`config.mk`:
```
export PLATFORM = sky130hd
export DESIGN_NAME = reg_scoreboard
export DESIGN_NICKNAME = d
export VERILOG_FILES = /design/src/rtl/reg_scoreboard.sv
export SDC_FILE = /design/constraint.sdc
export NUM_CORES = 1
export LEC_CHECK = 0
export CORE_ASPECT_RATIO = 0.9
export CORE_MARGIN = 3
export CORE_UTILIZATION = 58
export CTS_CLUSTER_SIZE = 28
export DETAILED_ROUTE_END_ITERATION = 8
export PLACE_DENSITY = 0.8
export SYNTH_ARGS = -nofsm -noshare
export SYNTH_HDL_FRONTEND = slang
export SYNTH_SLANG_ARGS = --single-unit
```
`constraint.sdc`:
```
create_clock -name clock -period 3.8 [get_ports clock]
set_clock_uncertainty 0.15 [all_clocks]
set_input_delay 0.95 -clock clock [delete_from_list [all_inputs] [get_ports clock]]
set_output_delay 0.95 -clock clock [all_outputs]
set_load 0.02 [all_outputs]
```
`src/rtl/reg_scoreboard.sv`:
```
// rtl/reg_scoreboard.sv - per-register pending-write scoreboard; optional SCOREBOARD_WB_BYPASS_EN
module reg_scoreboard #(
    parameter int MAX_PENDING = 3
) (
    input  logic        clock,
    input  logic        reset,
    input  logic        flush,
    input  logic        issue_valid,
    input  logic [4:0]  issue_dest,
    output logic        issue_ready,
    input  logic        wb_valid,
    input  logic [4:0]  wb_dest,
    input  logic [4:0]  query_rs,
    input  logic [4:0]  query_rt,
    output logic        hazard_rs,
    output logic        hazard_rt,
    output logic [31:0] busy_vector,
    output logic        wb_error
);

    localparam logic [1:0] MAX_CNT = 2'(MAX_PENDING);

    logic [1:0] count_q [1:31];
    logic [1:0] issue_count;
    logic [1:0] wb_count;
    logic [1:0] rs_count;
    logic [1:0] rt_count;
    logic       issue_accept;
    logic       wb_live;
    logic       wb_orphan;

    // Register 0 has no counter, so every lookup defaults to zero for it.
    always_comb begin
        issue_count = 2'd0;
        wb_count    = 2'd0;
        rs_count    = 2'd0;
        rt_count    = 2'd0;
        busy_vector = 32'd0;
        for (int i = 1; i < 32; i++) begin
            if (issue_dest == 5'(i)) issue_count = count_q[i];
            if (wb_dest == 5'(i))    wb_count    = count_q[i];
            if (query_rs == 5'(i))   rs_count    = count_q[i];
            if (query_rt == 5'(i))   rt_count    = count_q[i];
            busy_vector[i] = (count_q[i] != 2'd0);
        end
    end

    assign issue_ready  = (issue_dest == 5'd0) || (issue_count < MAX_CNT);
    assign issue_accept = issue_valid && issue_ready;
    assign wb_live      = wb_valid && (wb_dest != 5'd0);
    assign wb_orphan    = wb_live && (wb_count == 2'd0);

`ifdef SCOREBOARD_WB_BYPASS_EN
    // A write-back retiring the last pending write releases the hazard immediately.
    assign hazard_rs = busy_vector[query_rs] &&
                       !(wb_valid && (wb_dest == query_rs) && (rs_count == 2'd1));
    assign hazard_rt = busy_vector[query_rt] &&
                       !(wb_valid && (wb_dest == query_rt) && (rt_count == 2'd1));
`else
    logic unused_counts;
    assign unused_counts = ^{rs_count, rt_count};
    assign hazard_rs = busy_vector[query_rs];
    assign hazard_rt = busy_vector[query_rt];
`endif

    always_ff @(posedge clock) begin
        if (!reset) begin
            for (int i = 1; i < 32; i++) count_q[i] <= 2'd0;
            wb_error <= 1'b0;
        end else begin
            if (wb_orphan) wb_error <= 1'b1;
            if (flush) begin
                for (int i = 1; i < 32; i++) count_q[i] <= 2'd0;
            end else begin
                for (int i = 1; i < 32; i++) begin
                    logic inc;
                    logic dec;
                    inc = issue_accept && (issue_dest == 5'(i));
                    dec = wb_live && (wb_dest == 5'(i)) && (count_q[i] != 2'd0);
                    if (inc && !dec)      count_q[i] <= count_q[i] + 2'd1;
                    else if (dec && !inc) count_q[i] <= count_q[i] - 2'd1;
                end
            end
        end
    end

endmodule

```
==> results.tsv <==
metric	value	unit
outcome	finished with violations	
violations	DRC, setup timing	
busiest_layer	met2	
use_met1	51.6	%
nets	1059	
drt-total-wl	27700	um
dpl.hpwl	20800	um
tightestPinTransition	0.758	ns
critical-path-max-stage-delay	0.55	ns
hold_depth	1	
finalHoldViolations	0	
htree_levels	3	
holdWs	0.427	ns
r2r_cells	13	
layout_common_cells	139 x buf_4, 97 x inv_1, 75 x nand2_1	
crit_chain	buf_6, buf_6, or4b_4, nor2_2, o32ai_1, and3b_1, or3_4, a21oi_4, a21oi_2, buf_4	
avgSynthCellArea	8.17	um2
path_max_fanout	6	
gr-usage-met2	67.0	%
via_count	7873	
routed_via_density	6.76	
core	11500	um2
ys.flop_type	edfxtp_1	
synth-edff-count	62	
ys_types	79	
hold_path.class	register to register	
grt_pass1_vias	7482	
io_pins	61	
ys_seq_elements	63	
fin_util	78.9	%
grt_overflow	0	
cp_data_arrival_time	2.83	ns
die_y	109	um
crit_slowest_cell	or4b_4	
endpoint_kind	output pin	
critPathRequiredTime	2.70	ns
use_met3	9.49	%
post-place-ws	-1.04	ns
numCtsBuffers	9	
fin_crit_sh	103	%
grt_pass1_wl	41600	um
crit_buf_inv	3	
ys_warn_count	0	
syn-num-nets	897	
crit_top_cell	buf_6	
rrSetupSlack	0.56	ns
design_area	9060	um2
synth_cells	841	
max_cap_viol_count	0	
syn2layout_area_growth	31.8	%
fillers	814	
period_needed	3.93	ns
clk_latency	0.36	ns
drt-initial-drc-count	1244	
power.total	2.66	mW
min_to	count_q[0][40]$_DFFE_PP_	
ys_async_sr_fraction	0	%
row_count	37	
clockBufferDepth	2	
setup_viol	1	
placed_cell_area	8490	um2
start_kind	input pin	
seq_area_frac_synth	27.4	%
portBuffers	59	
clock-root-buffer	clkbuf_16	
grt_use_total	41.8	%
dieArea	13200	um2
diodes	0	
layout_commonest_cell	buf_4	
fp.dieW	121	um
fin_ws	-0.129	ns
cts_tree	yes	
start_util	59.9	%
p_per_area	294	nW/um2
rr_startpoint	count_q[0][44]$_DFFE_PP_	
critPathTopFamily	simple AND/OR/NAND/NOR gates	
min_from	count_q[0][40]$_DFFE_PP_	
r2r-end	count_q[0][41]$_DFFE_PP_	
ant_nets	0	
wl_per_cell	23.8	um
p_leak	3.60	nW
relSlewSlack	48.2	%
syn_area	6870	um2
hold_buffers	0	
place_congestion	1.04	
drive_above_1_share	24.8	%
drc	1	
timing.fmax	0.255	GHz
ir_worst_vdd	0.300	mV
path_clk_slew	0.06	ns
rsz0062_at_grt	yes	
antenna_found_initial	0	
path_class	input pin to output pin	
final_max_slew_viol_count	0	
clock_sinks	63	
firstDrtPassIters	8	
grt_max_degree	63	
-- flip-flops by register name, summed over array words and instances, names as in the netlist --
register	flops
wb_error	1
count_q	62
-- stage by stage --
| stage | instances | TNS, ns |
|---|---|---|
| finish | 1164 | -0.129 |
| global route | 1164 | -0.167 |
| detailed placement | 1137 | -55.59 |
| CTS | 1162 | -0.156 |
| floorplan | 841 | 0 |
| global placement | 1137 | -42.59 |
-- worst reg2reg max path, stage by stage, from the launching register on --
cell and delay, ns:
edfxtp_1 0.40, buf_4 0.17, mux2i_1 0.19, a21oi_1 0.12, a211oi_2 0.27, buf_4 0.16, o31ai_2 0.07, buf_4 0.16
a211oi_4 0.39, buf_4 0.22, buf_12 0.14, o21ai_2 0.07, xnor2_1 0.29, nand2_1 0.16
-- per-layer routing --
layer  vias to the layer above  share of wire [%]
met2                       651                 45
met1                      3638                 36
met5                         -                  0
met3                       178                 13
met4                         0                6.8
li1                       3406                  -
-- cell families (layout without fill, tap and decap cells) --
kind of cell | Yosys count | in the layout | synth area share [%]
other cells | 1 | 1 | 0.0546
mux | 43 | 43 | 9.41
simple gates | 340 | 340 | 25.5
buf+inv | 157 | 324 | 9.85
fa+ha+maj | 31 | 31 | 5.64
flops | 63 | 63 | 27.4
compound gates | 176 | 176 | 18.3
xor+xnor | 30 | 30 | 3.82
-- where the power goes --
| part | leakage (nW) | switching, mW | internal [mW] |
|---|---|---|---|
| Clock | 0.164 | 0.353 | 0.640 |
| Sequential | 0.700 | 0.0326 | 0.797 |
| Combinational | 2.73 | 0.478 | 0.363 |
| Total | 3.60 | 0.864 | 1.80 |
-- timing repair --
item,in CTS,in global routing
buffers inserted,6,2
pin swaps,13,10
gates cloned,3,0
resized for setup,58,22
endpoints found under the setup margin,98,12
-- cell usage after synthesis (all sizes together), types with 23 or more instances --
cell type / n / area (um2)
a21oi: 43 / 215
buf: 24 / 178
clkbuf: 35 / 131
edfxtp: 62 / 1860
ha: 31 / 388
inv: 98 / 368
mux2i: 23 / 230
nand2: 76 / 285
nand4: 26 / 163
nor2: 70 / 263
nor3: 51 / 265
o21ai: 42 / 270
or3: 28 / 175
xnor2: 26 / 228
-- worst max-delay path by stage --
stage / depth (start not counted) / from / endpoint
floorplan: 10 / issue_dest[3] / issue_ready
CTS: 10 / issue_dest[4] / issue_ready
global placement: 11 / issue_dest[2] / issue_ready
detailed placement: 12 / issue_dest[1] / issue_ready
global route: 12 / issue_dest[3] / issue_ready
finish: 10 / issue_dest[4] / issue_ready
-- cell type report --
type                            count  area (um2)  area share (%)
Multi-Input combinational cell    621        4430            48.9
Clock inverter                      6         108            1.19
Clock buffer                       10         229            2.53
Sequential cell                    63        1880            20.8
Inverter                           98         368            4.06
Timing Repair Buffer              210        1850            20.4
Tap cell                          156         195            2.15
Power figures use the tool's default switching activity.
